`config.mk`:
```
export PLATFORM = sky130hd
export DESIGN_NAME = converter_sequencer
export DESIGN_NICKNAME = d
export VERILOG_FILES = /design/src/rtl/conv_seq_pkg.sv /design/src/rtl/converter_sequencer_phi_ramp.sv /design/src/rtl/converter_sequencer.sv
export SDC_FILE = /design/constraint.sdc
export NUM_CORES = 1
export LEC_CHECK = 0
export CORE_MARGIN = 5
export CORE_UTILIZATION = 45
export DETAILED_ROUTE_END_ITERATION = 10
export GPL_TIMING_DRIVEN = 0
export PLACE_DENSITY = 0.76
export SYNTH_ARGS = -nofsm -noshare
export SYNTH_HDL_FRONTEND = slang
export SYNTH_SLANG_ARGS = --single-unit
```
`constraint.sdc`:
```
create_clock -name i_clock -period 2.7 [get_ports i_clock]
set_input_delay 0.54 -clock i_clock [delete_from_list [all_inputs] [get_ports i_clock]]
set_output_delay 0.54 -clock i_clock [all_outputs]
set_load 0.1 [all_outputs]
```
`src/rtl/conv_seq_pkg.sv`:
```
// Shared encodings for the converter start-up sequencer: FSM state codes and gate masks.
package conv_seq_pkg;

  typedef enum logic [2:0] {
    StIdle      = 3'd0,
    StPrecharge = 3'd1,
    StSoftstart = 3'd2,
    StRun       = 3'd3,
    StFault     = 3'd4
  } state_e;

  // Gate order is {Q4,Q3,Q2,Q1}; precharge turns on both low sides.
  localparam logic [3:0] GatePrecharge = 4'b1100;
  localparam logic [3:0] GateOff       = 4'b0000;

  // A leg conducts straight through when both of its switches are on.
  function automatic logic is_shoot_through(input logic [3:0] gate);
    return (gate[0] & gate[2]) | (gate[1] & gate[3]);
  endfunction

endpackage

```
`src/rtl/converter_sequencer_phi_ramp.sv`:
```
// Soft-start phi step generator: divider plus saturating step of phi toward a target.
module phi_ramp #(
  parameter int unsigned RAMP_DIV = 100,
  parameter int signed   PHI_STEP = 32'sd1
) (
  input  logic               clk,
  input  logic               rst_n,
  input  logic               clear,
  input  logic signed [31:0] phi,
  input  logic signed [31:0] target,
  output logic               step,
  output logic signed [31:0] phi_next
);

  logic        [31:0] div_q, div_d;
  logic signed [33:0] diff;
  logic signed [33:0] mag;

  assign step = ({1'b0, div_q} + 33'd1) >= {1'b0, RAMP_DIV};

  always_comb begin
    div_d = div_q;
    if (clear || step) begin
      div_d = '0;
    end else if (div_q != '1) begin
      div_d = div_q + 32'd1;
    end
  end

  // Widened difference so extreme targets cannot overflow the distance check.
  always_comb begin
    diff     = {target[31], target[31], target} - {phi[31], phi[31], phi};
    mag      = diff[33] ? -diff : diff;
    phi_next = phi;
    if (step) begin
      if (mag <= 34'(PHI_STEP)) begin
        phi_next = target;
      end else if (diff[33]) begin
        phi_next = phi - PHI_STEP;
      end else begin
        phi_next = phi + PHI_STEP;
      end
    end
  end

  always_ff @(posedge clk) begin
    if (!rst_n) begin
      div_q <= '0;
    end else begin
      div_q <= div_d;
    end
  end

endmodule

```
`src/rtl/converter_sequencer.sv`:
```
// Power-stage start-up sequencer: IDLE -> PRECHARGE -> [SOFTSTART] -> RUN, latched FAULT.
// Define CONVERTER_SEQUENCER_SOFTSTART_EN to build the SOFTSTART phi ramp.
module converter_sequencer
  import conv_seq_pkg::*;
#(
  parameter int unsigned PRECHARGE_CYCLES = 1000,
  parameter int unsigned RAMP_DIV         = 100,
  parameter int signed   PHI_START        = 32'sd10,
  parameter int signed   PHI_STEP         = 32'sd1
) (
  input  logic               i_clock,
  input  logic               i_RESET,
  input  logic               i_enable,
  input  logic               i_fault,
  input  logic               i_fault_clear,
  input  logic [3:0]         i_MOSFET,
  input  logic signed [31:0] i_phi_target,
  output logic [3:0]         o_MOSFET,
  output logic signed [31:0] o_phi,
  output logic               o_on,
  output logic [2:0]         o_state,
  output logic               o_fault
);

  state_e             state_q, state_d;
  logic        [31:0] cnt_q, cnt_d;
  logic        [3:0]  mosfet_q, mosfet_d;
  logic signed [31:0] phi_q, phi_d;
  logic               on_q, on_d;
  logic               fault_q, fault_d;
  logic               pre_done;
  logic               shoot;

  assign pre_done = ({1'b0, cnt_q} + 33'd1) >= {1'b0, PRECHARGE_CYCLES};
  assign shoot    = is_shoot_through(i_MOSFET);

`ifdef CONVERTER_SEQUENCER_SOFTSTART_EN
  localparam state_e StAfterPrecharge = StSoftstart;

  logic               ramp_step;
  logic signed [31:0] ramp_phi;

  phi_ramp #(
    .RAMP_DIV (RAMP_DIV),
    .PHI_STEP (PHI_STEP)
  ) u_phi_ramp (
    .clk      (i_clock),
    .rst_n    (i_RESET),
    .clear    (state_q != StSoftstart),
    .phi      (phi_q),
    .target   (i_phi_target),
    .step     (ramp_step),
    .phi_next (ramp_phi)
  );
`else
  localparam state_e StAfterPrecharge = StRun;
`endif

  // Fault and shoot-through outrank an enable drop, which outranks timer expiry.
  always_comb begin
    state_d = state_q;
    case (state_q)
      StIdle: begin
        if (i_enable && !fault_q) state_d = StPrecharge;
      end
      StPrecharge: begin
        if (i_fault) begin
          state_d = StFault;
        end else if (!i_enable) begin
          state_d = StIdle;
        end else if (pre_done) begin
          state_d = StAfterPrecharge;
        end
      end
`ifdef CONVERTER_SEQUENCER_SOFTSTART_EN
      StSoftstart: begin
        if (i_fault || shoot) begin
          state_d = StFault;
        end else if (!i_enable) begin
          state_d = StIdle;
        end else if (ramp_phi == i_phi_target) begin
          state_d = StRun;
        end
      end
`endif
      StRun: begin
        if (i_fault || shoot) begin
          state_d = StFault;
        end else if (!i_enable) begin
          state_d = StIdle;
        end
      end
      StFault: begin
        if (i_fault_clear && !i_enable && !i_fault) state_d = StIdle;
      end
      default: state_d = StIdle;
    endcase
  end

  // Outputs are registered from the next state so they change on the same edge as the state.
  always_comb begin
    mosfet_d = GateOff;
    phi_d    = PHI_START;
    on_d     = (state_d == StRun);
    fault_d  = (state_d == StFault);
    case (state_d)
      StPrecharge:        mosfet_d = GatePrecharge;
      StSoftstart, StRun: mosfet_d = shoot ? GateOff : i_MOSFET;
      default:            mosfet_d = GateOff;
    endcase
    if (state_d == StRun) begin
      phi_d = i_phi_target;
    end
`ifdef CONVERTER_SEQUENCER_SOFTSTART_EN
    else if (state_d == StSoftstart && state_q == StSoftstart) begin
      phi_d = ramp_phi;
    end
`endif
  end

  always_comb begin
    cnt_d = cnt_q;
    if (state_d != state_q) begin
      cnt_d = '0;
    end else if (cnt_q != '1) begin
      cnt_d = cnt_q + 32'd1;
    end
  end

  always_ff @(posedge i_clock) begin
    if (!i_RESET) begin
      state_q  <= StIdle;
      cnt_q    <= '0;
      mosfet_q <= GateOff;
      phi_q    <= PHI_START;
      on_q     <= 1'b0;
      fault_q  <= 1'b0;
    end else begin
      state_q  <= state_d;
      cnt_q    <= cnt_d;
      mosfet_q <= mosfet_d;
      phi_q    <= phi_d;
      on_q     <= on_d;
      fault_q  <= fault_d;
    end
  end

  assign o_MOSFET = mosfet_q;
  assign o_phi    = phi_q;
  assign o_on     = on_q;
  assign o_state  = state_q;
  assign o_fault  = fault_q;

endmodule
```
# Word level (Yosys, flattened, before mapping)
# Index checks and enable logic that the tools add are counted.
# Widths: inputs -> output; s select.
# word_totals
mem_bits_rw	0
latch_bits	0
romBits	0
in_bits	41
memories	0
out_inout_bits	41
elab_cells	43
ff_bits	73
# op_classes
n_lt_le_gt_ge	1
mul	0
shift	0
muxes	10
n_bitwise	4
div	0
n_eq_ne	9
addsub	2
n_reduce_logical	11
# ops
cell	n
$add 32x1->33 const B	1
$ge 33x10->1 const B	1
$add 32x1->32 const B	1
$ne 32x32->1 const B	1
$mux 3	7
$pmux 3 s4	1
$eq 3x2->1 const B	3
$pmux 4 s2	1
$eq 3x1->1 const B	2
$eq 3x3->1 const B	2
$mux 4	1
$reduce_or 2->1	2
$logic_and 1x1->1	3
$logic_not 1->1	3
$logic_not 3->1	1
$ne 3x3->1	1
$and 1x1->1	2
$reduce_and 2->1	1
$logic_or 1x1->1	1
$not 1->1	1
$or 1x1->1	1

# Logic depth before layout (Yosys ltp)
# depth
ltp_word	9
mapped_depth	12
ltp_nobuf	9

# Worst setup path before layout
# No wires, ideal clock.
# synth_timing
kind	register -> register
from	register cnt_q[1]
to	register cnt_q[10]
setup_ns	0.139
required_ns	2.561
path_stages_with_launch	12
n_path_buf	2
period_less_slack_ns	2.812
slack_ns	-0.112
arrival_time_ns	2.673
cell_sequence	dfxtp_1 -> ha_1 -> buf_2 -> nand4_1 -> nor2_1 -> nand2_1 -> or4_1 -> nor4bb_1 -> and4_1 -> o2111ai_4 -> buf_6 -> a21oi_2
# synth_via
elab_chain_len	8
elab_cells_between_ends	10
classes_between	add/sub: 2; order compare: 1; eq/ne: 2; mux: 4; reduce/logical: 1
# synth_rtl
item	line	rtl
from (decl)	converter_sequencer.sv:26	logic [31:0] cnt_q, cnt_d;
from (signal assigned)	converter_sequencer.sv:140	cnt_q <= cnt_d;
$add 32x1->33	converter_sequencer.sv:34	assign pre_done = ({1'b0, cnt_q} + 33'd1) >= {1'b0, PRECHARGE_CYCLES};
$ge 33x10->1	converter_sequencer.sv:34	
$mux 3	converter_sequencer.sv:71	end else if (pre_done) begin
$mux 3	converter_sequencer.sv:69	end else if (!i_enable) begin
$mux 3	converter_sequencer.sv:67	if (i_fault) begin
$pmux 3 s4	converter_sequencer.sv:62	case (state_q)
$ne 3x3->1	converter_sequencer.sv:123	if (state_d != state_q) begin
$reduce_or 2->1 (no line)	-	
# Several ways; a longest one is shown, not always the timed one.
# A chain may end at the register's enable or synchronous reset.

# Worst setup path in the final report
# layout_timing
from	register cnt_q[1]
to	register cnt_q[3]
# Same word-level chain as after synthesis.

==> results.cfg <==
[sta]
finClkSkew_ns = 0.0109
post-route-min-period_ns = 2.87
period_share = 1.06
final.setup.tns_ns = -7.50
postLayoutSetupSlackWorst_ns = -0.171
relSlewSlack = 0.324
setup_viol = 63
fmax_mhz = 348
hold_viol = 0
whs_ns = 0.582
slew_viol_final = 0
rsz0062_at_grt = true
worst_pin_slew_ns = 1.01

[worst_setup_path]
path_class = flip-flop to flip-flop
critPathMaxFanout = 10
rr_worst_depth = 12
critPathLaunch = cnt_q[1]
critPathCaptureType = flip-flop
crit_required_ns = 2.90
rrSetupSlack_ns = -0.17
start_kind = flip-flop
crit_end = cnt_q[3]
r2r-start = cnt_q[1]
cp_data_arrival_time_ns = 3.08
r2r-end = cnt_q[3]

[run_status]
violations = negative setup slack
status = complete, but fails checks

[final_layout]
diodes = 0
finalNonFillerCells = 604
final_area_um2 = 5480
final_cell_mix = clkdlybuf4s50_1 (81), dfxtp_1 (64), and2_4 (31), buf_4 (31), a21oi_2 (24)
mostFrequentLayoutCell = clkdlybuf4s50_1
areaGrowthSynthToFinish_pct = 58.2
fillers = 515
post-route-util = 0.721
fin_nets = 539
drive_above_1_share = 0.369

[placement]
place.gp.congestion = 0.893
dp_hpwl_um = 6480
pre_cts_ws_ns = -0.652
place_inst = 547
numPortBuffers = 81
placed_cell_area_um2 = 4410

[route]
viasPerCell = 5.67
drc = 0
finalWirelength_um = 11200
first_iter_violations = 213
ant_nets = 0
top_layer_used = met4
m1WireLength_um = 4340
drtPass1Iterations = 5
vias = 3424
wl_met2_um = 5410
dr_wl_met3_um = 1070
wl_per_cell_um = 18.5

[grt]
grt_max_degree = 15
antenna_found_initial = 0
grt_pass1_wl_um = 16300
groute.usage.overall = 0.209
overflow = 0
grt_pass1_vias = 3407

[logic_synthesis]
yosysSeqAreaShare = 0.422
synth_top_area_cell = dfxtp_1
synth.yosys.warnings = 0
syn_inst = 364
synth_top_area_frac = 0.422
syn_area_per_cell_um2 = 9.52
yosys.cell_types.count = 67
synth.ff_latch_count = 73
synthFlopType = dfxtp_1
async_flop_share = 0
synth_area_um2 = 3470
synth_area_leaders = dfxtp_1 (42%), and2_1 (6.7%), a21oi_2 (5.1%), xnor2_1 (5.1%), xor2_1 (2.8%)
synth_edf_count = 0
synth_nets = 406

[cts]
cts_sinks = 73
cts_buffers = 9
clk_pin_slew_ns = 0.09
clockRootBuffer = clkbuf_8
cts_tree = built
cts.path.max_buffers = 2
clock_latency_ns = 0.35
htreeDepth = 3
hold_buffers = 0

[power_and_ir_drop]
power_mw = 2.26
power.leakage_nw = 2.01
powerDensity_nw_per_um2 = 412
vdd.ir_drop.worst_mv = 0.320

[floorplan]
die_h_um = 97.8
dieArea_um2 = 9560
pin_count = 82
fp-row-count = 32
core_um2 = 7610
die_x_um = 97.8
initial_utilization = 0.456

[run]
cap_violations = 0

[worst_hold_path]
hold_class = flip-flop to flip-flop
==> synth_stat cells (3+ instances only) <==
cell type   n
buf_6       3
clkbuf_1    8
nor3_1     10
o31ai_1     3
o211ai_1    3
buf_2       9
nor4_1      6
or4_1       3
a21oi_2    20
nand2b_1    3
xnor2_1    20
and2_1     37
nand2_1    21
o2111ai_1   3
inv_1       3
nand3_1    15
xor2_1     11
nand4_1    11
a21oi_1     7
and3_1      6
a211oi_1    5
dfxtp_1    73
o21ai_0     7
nor2_1     19
==> where the power goes <==
part	switching (mW)	total (mW)	leakage [nW]	internal, mW
clock network	0.457	0.921	0.107	0.464
logic	0.116	0.244	1.31	0.128
registers	0.00866	1.09	0.594	1.08
==> cell families after synthesis <==
logic type	synth area share
adders and majority gates	0.00361
muxes	0.00289
AOI/OAI and AO/OA	0.175
xor gates and xnor gates	0.0783
buffers and inverters	0.0383
DFF	0.422
and+or+nand+nor	0.280
==> worst min-delay path by stage <==
stage / from / to / slack (ns) / cells after the start
final: cnt_q[2] / cnt_q[2] / 0.58 / 2
after global placement: cnt_q[31] / cnt_q[28] / 0.54 / 2
after CTS: cnt_q[31] / cnt_q[28] / 0.57 / 2
after floorplan: cnt_q[31] / cnt_q[28] / 0.51 / 2
after detailed placement: cnt_q[31] / cnt_q[28] / 0.55 / 2
after global routing: cnt_q[21] / cnt_q[21] / 0.62 / 2
==> worst max-delay path: stages, from the launching register on <==
cell,delay (ns)
dfxtp_4,0.41
buf_12,0.11
nand4_4,0.12
or4_4,0.52
buf_12,0.17
or3_4,0.37
nand3_2,0.11
nor4_1,0.06
and4_2,0.23
o2111ai_4,0.28
buf_12,0.16
buf_8,0.14
a21oi_1,0.05
==> area by class of cell <==
type / count / area [um^2] / area share
Buffer: 18 / 184 / 0.0335
Clock buffer: 10 / 138 / 0.0251
Clock inverter: 6 / 73.8 / 0.0135
Inverter: 3 / 11.3 / 0.00205
Multi-Input combinational cell: 266 / 2200 / 0.401
Sequential cell: 73 / 1480 / 0.269
Tap cell: 102 / 128 / 0.0233
Timing Repair Buffer: 126 / 1270 / 0.232
==> layer usage <==
metal  vias up  track usage
li1       1580            -
met1      1610        0.247
met2       192        0.339
met3        42       0.0871
met4         0       0.0767
met5         -            0
==> what timing repair did <==
item | in CTS | in global routing
cloned | 1 | 3
pin swaps | 19 | 39
resized for setup | 59 | 73
buffers inserted | 32 | 9
setup endpoints to repair | 70 | 68
==> registers in the layout, summed over array words and instances, names as in the netlist <==
register / flops
cnt_q: 32
o_phi: 32
o_MOSFET: 4
o_state: 3
o_fault: 1
o_on: 1
Note: power is estimated with default switching activity, not from simulation.
